File: src/rtl/reg_scoreboard.sv
// reg_scoreboard
// Tracks the destination registers of in-flight long-latency operations
// (integer divide, FP div/sqrt). Their results reach WB many cycles after EX,
// so normal forwarding cannot cover them. The block keeps one busy bit per
// integer and FP register. It raises stall_id on RAW/WAW hits against those
// registers, and also when another long op would exceed MAX_PENDING.
//
// Ports
//   clk, reset_n                       clock, synchronous active-low reset
//   issue_valid/issue_rd/issue_fp      long op accepted by its unit this cycle
//   wb_valid/wb_rd/wb_fp               long op result written back this cycle
//   id_rs1..3, id_use_rs, id_fp_rs     ID-stage sources, enables, file selects
//   id_rd, id_rd_valid, id_rd_fp       ID-stage destination
//   id_is_long                         ID instruction is itself a long op
//   stall_id                           hold IF/ID, bubble into EX (combinational)
//   int_busy, fp_busy                  registered busy vectors
//   pending_count, sb_full             outstanding op count, count == MAX_PENDING
//   err_spurious_wb, err_double_issue  sticky error flags
module reg_scoreboard #(
    parameter int MAX_PENDING = 4,
    parameter int CNT_W       = 3
) (
    input  logic             clk,
    input  logic             reset_n,
    input  logic             issue_valid,
    input  logic [4:0]       issue_rd,
    input  logic             issue_fp,
    input  logic             wb_valid,
    input  logic [4:0]       wb_rd,
    input  logic             wb_fp,
    input  logic [4:0]       id_rs1,
    input  logic [4:0]       id_rs2,
    input  logic [4:0]       id_rs3,
    input  logic [2:0]       id_use_rs,
    input  logic [2:0]       id_fp_rs,
    input  logic [4:0]       id_rd,
    input  logic             id_rd_valid,
    input  logic             id_rd_fp,
    input  logic             id_is_long,
    output logic             stall_id,
    output logic [31:0]      int_busy,
    output logic [31:0]      fp_busy,
    output logic [CNT_W-1:0] pending_count,
    output logic             sb_full,
    output logic             err_spurious_wb,
    output logic             err_double_issue
);

    localparam logic [CNT_W:0] MAX_EXT = (CNT_W+1)'(MAX_PENDING);

    logic [31:0]      int_q, int_d;
    logic [31:0]      fp_q, fp_d;
    logic [CNT_W-1:0] cnt_q, cnt_d;
    logic             full_q, full_d;
    logic             err_sw_q, err_sw_d;
    logic             err_di_q, err_di_d;

    // x0 never becomes busy, so integer rd=0 traffic is dropped up front.
    logic iss_ok, wb_ok;
    logic iss_busy, wb_busy;
    logic wb_free, same_reg, cnt_at_max, iss_accept;
    logic [31:0] iss_any_int, iss_any_fp, wb_any_int, wb_any_fp;
    logic [31:0] iss_set_int, iss_set_fp, wb_clr_int, wb_clr_fp;
    logic [31:0] eff_int, eff_fp;
    logic [CNT_W:0] cnt_ext, proj;
    logic src_hit, waw_hit, cap_hit;

    function automatic logic hit(input logic fp, input logic [4:0] r,
                                 input logic [31:0] ei, input logic [31:0] ef);
        return fp ? ef[r] : ((r != 5'd0) && ei[r]);
    endfunction

    always_comb begin
        iss_ok     = issue_valid && (issue_fp || (issue_rd != 5'd0));
        wb_ok      = wb_valid && (wb_fp || (wb_rd != 5'd0));
        iss_busy   = issue_fp ? fp_q[issue_rd] : int_q[issue_rd];
        wb_busy    = wb_fp ? fp_q[wb_rd] : int_q[wb_rd];
        wb_free    = wb_ok && wb_busy;
        same_reg   = iss_ok && wb_ok && (issue_rd == wb_rd) && (issue_fp == wb_fp);
        cnt_at_max = ({1'b0, cnt_q} == MAX_EXT);

        // Re-issue to a busy register is only legal when that register
        // retires in the same cycle; a full scoreboard only accepts an issue
        // when a writeback frees a slot.
        iss_accept = iss_ok && (iss_busy ? (same_reg && wb_free)
                                         : (!cnt_at_max || wb_free));

        iss_any_int = (iss_ok && !issue_fp) ? (32'd1 << issue_rd) : 32'd0;
        iss_any_fp  = (iss_ok &&  issue_fp) ? (32'd1 << issue_rd) : 32'd0;
        wb_any_int  = (wb_ok  && !wb_fp)    ? (32'd1 << wb_rd)    : 32'd0;
        wb_any_fp   = (wb_ok  &&  wb_fp)    ? (32'd1 << wb_rd)    : 32'd0;

        iss_set_int = iss_accept ? iss_any_int : 32'd0;
        iss_set_fp  = iss_accept ? iss_any_fp  : 32'd0;
        wb_clr_int  = wb_free    ? wb_any_int  : 32'd0;
        wb_clr_fp   = wb_free    ? wb_any_fp   : 32'd0;

        int_d    = (int_q & ~wb_clr_int) | iss_set_int;
        fp_d     = (fp_q  & ~wb_clr_fp)  | iss_set_fp;
        cnt_ext  = {1'b0, cnt_q} + {{CNT_W{1'b0}}, iss_accept} - {{CNT_W{1'b0}}, wb_free};
        cnt_d    = cnt_ext[CNT_W-1:0];
        full_d   = (cnt_ext == MAX_EXT);
        err_sw_d = err_sw_q || (wb_ok && !wb_busy);
        err_di_d = err_di_q || (iss_ok && !iss_accept);

        // Writeback is bypassed by the regfile/forwarding, so it frees its
        // register now. The issuing op is still in EX and its result is not
        // yet available, so it counts as busy. Issue wins when both name the
        // same register.
        eff_int = (int_q & ~wb_any_int) | iss_any_int;
        eff_fp  = (fp_q  & ~wb_any_fp)  | iss_any_fp;

        src_hit = (id_use_rs[0] && hit(id_fp_rs[0], id_rs1, eff_int, eff_fp)) ||
                  (id_use_rs[1] && hit(id_fp_rs[1], id_rs2, eff_int, eff_fp)) ||
                  (id_use_rs[2] && hit(id_fp_rs[2], id_rs3, eff_int, eff_fp));
        waw_hit = id_rd_valid && hit(id_rd_fp, id_rd, eff_int, eff_fp);
        proj    = {1'b0, cnt_q} + {{CNT_W{1'b0}}, iss_ok} - {{CNT_W{1'b0}}, wb_free};
        cap_hit = id_is_long && (proj >= MAX_EXT);

        stall_id = src_hit || waw_hit || cap_hit;
    end

    always_ff @(posedge clk) begin
        if (!reset_n) begin
            int_q    <= '0;
            fp_q     <= '0;
            cnt_q    <= '0;
            full_q   <= 1'b0;
            err_sw_q <= 1'b0;
            err_di_q <= 1'b0;
        end else begin
            int_q    <= int_d;
            fp_q     <= fp_d;
            cnt_q    <= cnt_d;
            full_q   <= full_d;
            err_sw_q <= err_sw_d;
            err_di_q <= err_di_d;
        end
    end

    assign int_busy         = int_q;
    assign fp_busy          = fp_q;
    assign pending_count    = cnt_q;
    assign sb_full          = full_q;
    assign err_spurious_wb  = err_sw_q;
    assign err_double_issue = err_di_q;

endmodule

File: config.mk
export PLATFORM = sky130hd
export DESIGN_NAME = reg_scoreboard
export DESIGN_NICKNAME = d
export VERILOG_FILES = /design/src/rtl/reg_scoreboard.sv
export SDC_FILE = /design/constraint.sdc
export NUM_CORES = 1
export LEC_CHECK = 0
export ABC_AREA = 0
export BUFFER_PORTS_ARGS = -buffer_cell sky130_fd_sc_hd__clkbuf_2
export CORE_ASPECT_RATIO = 1.1
export CORE_MARGIN = 8
export CORE_UTILIZATION = 52
export DETAILED_ROUTE_END_ITERATION = 10
export PLACE_DENSITY_LB_ADDON = 0.08
export SYNTH_ARGS = -nofsm -noshare
export SYNTH_HDL_FRONTEND = slang
export SYNTH_SLANG_ARGS = --single-unit
File: constraint.sdc
create_clock -name clk -period 4.3 [get_ports clk]
set_input_delay 0.43 -clock clk [delete_from_list [all_inputs] [get_ports clk]]
set_output_delay 0.43 -clock clk [all_outputs]
set_load 0.01 [all_outputs]
### Word level (Yosys, flattened, before mapping)

Cells that the tools add are included.

| operators by class | value |
|---|---|
| add/sub/neg operators | 4 |
| $mul | 0 |
| div/mod/pow operators | 0 |
| magnitude comparators | 7 |
| equal/unequal tests | 4 |
| shift-type cells | 2 |
| multiplexer cells | 39 |
| bitwise logic cells | 12 |
| reduce and logical (&&, ||, !) cells | 43 |

Operators by type and width:

| cell | number |
|---|---|
| two-way mux 32 bit | 8 |
| AND 32 bit | 4 |
| inverter 32 bit | 4 |
| OR 32 bit | 4 |
| left shift 1 x 5 -> 32 bit (first input constant) | 2 |
| binary-select mux 1 bit (select 5 bit) | 12 |
| less-than comparator 5 x 6 -> 1 bit (second input constant) | 6 |
| nonzero test 5 bit | 6 |
| logical AND 1 bit | 23 |
| two-way mux 1 bit | 19 |
| logical OR 1 bit | 9 |
| adder 3 x 1 -> 4 bit | 2 |
| subtractor 4 x 1 -> 4 bit | 2 |
| equality test 5 bit | 1 |
| logical NOT 1 bit | 5 |
| equality test 4 x 3 -> 1 bit (second input constant) | 1 |
| >= comparator 4 x 3 -> 1 bit (second input constant) | 1 |
| equality test 3 bit (second input constant) | 1 |
| equality test 1 bit | 1 |

| word-level totals | value |
|---|---|
| flip-flop bits (word level) | 70 |
| bits in latches | 0 |
| memory bits (writable) | 0 |
| memory bits (read-only) | 0 |
| memories kept | 0 |

### Logic depth before layout (Yosys ltp)

| depth | value |
|---|---|
| word-level depth | 17 |
| mapped depth | 18 |

### Least setup slack after synthesis

No wires, ideal clock.

| timing path | value |
|---|---|
| path type | input to output |
| start | in wb_rd[0] |
| end | out stall_id |
| arrival | 3941 ps |
| slack | -71 ps |
| cell stages on the path | 15 |
| cells stage by stage | buf_2 > buf_6 > mux4_2 > mux4_2 > mux2i_1 > o32a_1 > inv_1 > ha_1 > inv_1 > ha_1 > nand2_1 > o21bai_1 > o311a_1 > or4_1 > or4_1 |

| between the ends | value |
|---|---|
| cells in the longest elaborated chain, start to end | 17 |
| elaborated cells between the ends (all ways) | 55 |
| classes of those cells | add/sub: 1; order compare: 1; shift: 1; mux: 27; bitwise: 6; reduce/logical: 19 |

Ends and longest elaborated chain:

| what | RTL line | source |
|---|---|---|
| start: declaration | 29 | `input logic [4:0] wb_rd,` |
| branches (longest 16 deep; another with subtractor 4 x 1 -> 4 bit) | - |  |
| logical OR 1 bit * | 120 | `stall_id = src_hit \|\| waw_hit \|\| cap_hit;` |
| end: declaration | 40 | `output logic stall_id,` |

Mark *: on every way between the ends. The select of a mux whose other input is x is not followed.

### Final worst setup path

| timing path | value |
|---|---|
| start | reg fp_q[30], in the netlist fp_busy[30] |
| end | out stall_id |

| between the ends | value |
|---|---|
| cells in the longest elaborated chain, start to end | 10 |
| elaborated cells between the ends (all ways) | 29 |
| classes of those cells | add/sub: 1; order compare: 1; mux: 15; bitwise: 2; reduce/logical: 10 |

Ends and longest elaborated chain:

| what | RTL line | source |
|---|---|---|
| start: declaration | 52 | `logic [31:0] fp_q, fp_d;` |
| start signal: assignment | 133 | `fp_q <= fp_d;` |
| branches (longest 9 deep; another with subtractor 4 x 1 -> 4 bit) | - |  |
| logical OR 1 bit * | 120 |  |

Marked as above.

==> flow_summary.json <==
{
  "fin_area_sq_um": 9060,
  "period_needed_ns": 4.58,
  "synth_area_sq_um": 6960,
  "critPathTopFamily": "multiplexers",
  "route.detailed.drc": 0,
  "crit_path_top_delay_cell": "mux4_2",
  "htree_levels": 3,
  "ys_types": 76,
  "whs_ns": 0.486,
  "place_inst": 1201,
  "peakVddDrop_uv": 158,
  "num-nets-final": 1113,
  "grt_pass1_vias": 9090,
  "antenna_found_initial": 0,
  "synth_area_per_cell_sq_um": 8.17,
  "die_h_um": 137,
  "synth_warnings": 0,
  "required_ns": 3.87,
  "synthesis.nets": 904,
  "outcome": "complete, but fails checks",
  "hold_class": "reg -> reg",
  "syn2layout_area_growth_pct": 30.1,
  "violations": "negative setup slack",
  "crit_path_end_kind": "output port",
  "synthCells": 852,
  "wl_per_cell_um": 28.6,
  "ctsRootBufferMaster": "clkbuf_16",
  "ctsHoldBuffers": 0,
  "slew_violations": 0,
  "crit_path_start_kind": "flop",
  "drtIter0Drc": 2097,
  "hold_violations": 0,
  "crit_arrival_ns": 4.15,
  "slew-limit-headroom_pct": 29.6,
  "die_area_sq_um": 17400,
  "io_buffers": 115,
  "final_cells": 1227,
  "clockBufferDepth": 2,
  "yosysTopAreaCellShare_pct": 20.1,
  "gp_congestion": 1.11,
  "grt-ovfl-total": 0,
  "period_share_pct": 107,
  "crit_buf_inv": 4,
  "dpl.hpwl_mm": 26.6,
  "n_antenna_cell": 0,
  "core_area_sq_um": 13200,
  "synth_area_leaders": "dfxtp_1 (20%), mux4_2 (17%), o22ai_1 (8.2%)",
  "synth_edf_count": 0,
  "rsz0062_at_grt": "yes",
  "setup_violations": 1,
  "crit_fanout": 2,
  "synth_flop_cell": "dfxtp_1",
  "synth_seq_cells": 70,
  "drv_cap": 0,
  "worst_slack_ns": -0.284,
  "cellPowerDensity_nw_per_um2": 221,
  "seq_area_frac_synth_pct": 20.1,
  "finClkSkew_ns": 0.00924,
  "max_freq_mhz": 218,
  "cts_buffers": 9,
  "grt_max_degree": 35,
  "rows": 44,
  "vias": 9358,
  "crit_chain": "mux4_2 -> mux4_2 -> mux2i_1 -> buf_4 -> o32a_1 -> inv_2 -> ha_2 -> inv_2 -> ha_4 -> nand2_2 -> o21bai_1 -> o311a_1 -> or4_1 -> or4_4 -> clkbuf_2",
  "postSynth.asyncResetShare_pct": 0,
  "synth_top_area_cell": "dfxtp_1",
  "clkTransAtPathRegs_ns": 0.06,
  "die_w_um": 126,
  "firstDrtPassIters": 6,
  "cts_tree": "yes",
  "initial_core_util_pct": 52.9,
  "layout-drive-gt1-share_pct": 35.9,
  "grt_usage_pct": 39.5,
  "fin_setup_tns_ns": -0.284,
  "critPathKind": "reg -> out",
  "numClockSinks": 70,
  "p_leak_nw": 3.70,
  "cp_slowest_stage_delay_ns": 0.48,
  "clk-insertion-delay-late_ns": 0.34,
  "viasPerCell": 7.63,
  "drt_wl_total_mm": 35.1,
  "worstMarginPinSlew_ns": 1.04,
  "grt_pass1_wl_mm": 52.5,
  "postRouteAntennaNets": 0,
  "place_area_sq_um": 8580,
  "num_io_pins": 116
}
## power breakdown
group / switching, W / internal [W] / total (W)
logic: 0.000346 / 0.000218 / 0.000564
clock network: 0.000302 / 0.000465 / 0.000768
registers: 0.00000908 / 0.000660 / 0.000669
## sequential cells by signal, summed over array words and instances, names as in the netlist
register and cells:
pending_count 3, sb_full 1, err_double_issue 1, err_spurious_wb 1
fp_busy 32, int_busy 32
## cell type report
type	count	area [sq um]
fill	1051	4100
clock inverter	5	58.8
inverter	22	82.6
clock buffer	11	243
timing repair buffer	280	1870
tap	161	201
multi-input combinational	678	5190
sequential	70	1410
## per-layer routing
| metal | vias up | global-route usage (%) | wire length [um] |
|---|---|---|---|
| li1 | 3811 | - | - |
| met1 | 4304 | 45.9 | 12100 |
| met2 | 1001 | 62.6 | 15500 |
| met3 | 242 | 11.1 | 4830 |
| met4 | 0 | 27.1 | 2710 |
| met5 | - | 0 | 0 |
## cell usage in the layout (no fill, tap or decap), types with 28 or more instances in the layout
cell,n
nor2_1,35
buf_4,161
o21ai_1,59
a21oi_1,28
clkbuf_2,113
dfxtp_1,65
nand2_1,60
mux4_2,54
o21ai_0,72
o22ai_1,91
nand3_1,32
## final timing paths
| check | start | endpoint | slack, ns | cells past startpoint |
|---|---|---|---|---|
| setup / recovery | fp_busy[30]$_SDFF_PN0_ | stall_id | -0.28 | 15 |
| hold / removal | err_double_issue$_SDFF_PN0_ | err_double_issue$_SDFF_PN0_ | 0.49 | 2 |
| setup reg to reg | fp_busy[30]$_SDFF_PN0_ | sb_full$_SDFF_PN0_ | 0.15 | 20 |
| hold reg to reg | err_double_issue$_SDFF_PN0_ | err_double_issue$_SDFF_PN0_ | 0.49 | 2 |
## cells in the mapped netlist, types with 4 or more instances
library cell  count
xor2_1            4
o21a_1            9
nand2_1          61
nor2_1           36
dfxtp_1          70
nand4bb_1        12
o22ai_1          91
clkbuf_1         53
xnor2_1           5
nand3_1          32
or4_1             5
nand3b_1         12
o2111ai_1         6
a22oi_1           5
mux2i_1          18
nor3_1           16
ha_1              6
o21ai_1          59
a311oi_1          4
nor3b_1           6
or2_2             4
buf_2            13
inv_1            20
and2_1           12
o21ai_0          72
nor4_1            9
or4b_1            6
nand2b_1         11
mux4_2           54
buf_1             7
a31oi_1           4
buf_4             7
a21oi_1          28
nand4b_1          8
o211ai_1          7
nand4_1           6
## worst reg2reg max path, delay by kind of cell (launching register included)
kind                     cells  cell delay, ns
multiplexers                 3            1.15
buffers and inverters       10            1.12
adder cells (fa/ha/maj)      3            0.76
AND/OR/NAND/NOR              2            0.36
flip-flops                   1            0.33
AO/OA/AOI/OAI                1            0.21
XOR/XNOR                     1            0.15
## repair_timing
action,in CTS,in global routing
gates cloned,0,0
setup endpoints to repair,1,4
gates resized for setup,15,10
buffers inserted,11,1
pin swaps,6,4
## metrics by stage
step                power [W]  worst slack, ns  utilization [%]
floorplan             0.00101           0.0176                -
global placement      0.00118           -0.466             65.2
detailed placement    0.00119           -0.560             65.2
CTS                   0.00195           -0.262             68.5
global route          0.00204           -0.333             68.8
finish                0.00200           -0.284             68.8
## cell families after synthesis
logic type	count (synthesis)	synth area share (%)
AO/OA/AOI/OAI	329	29.1
XOR/XNOR	9	1.13
adder cells (fa/ha/maj)	7	1.37
flip-flops	70	20.1
multiplexers	74	20.4
buffers and inverters	104	6.43
AND/OR/NAND/NOR	259	21.5
Power figures use the tool's default switching activity.
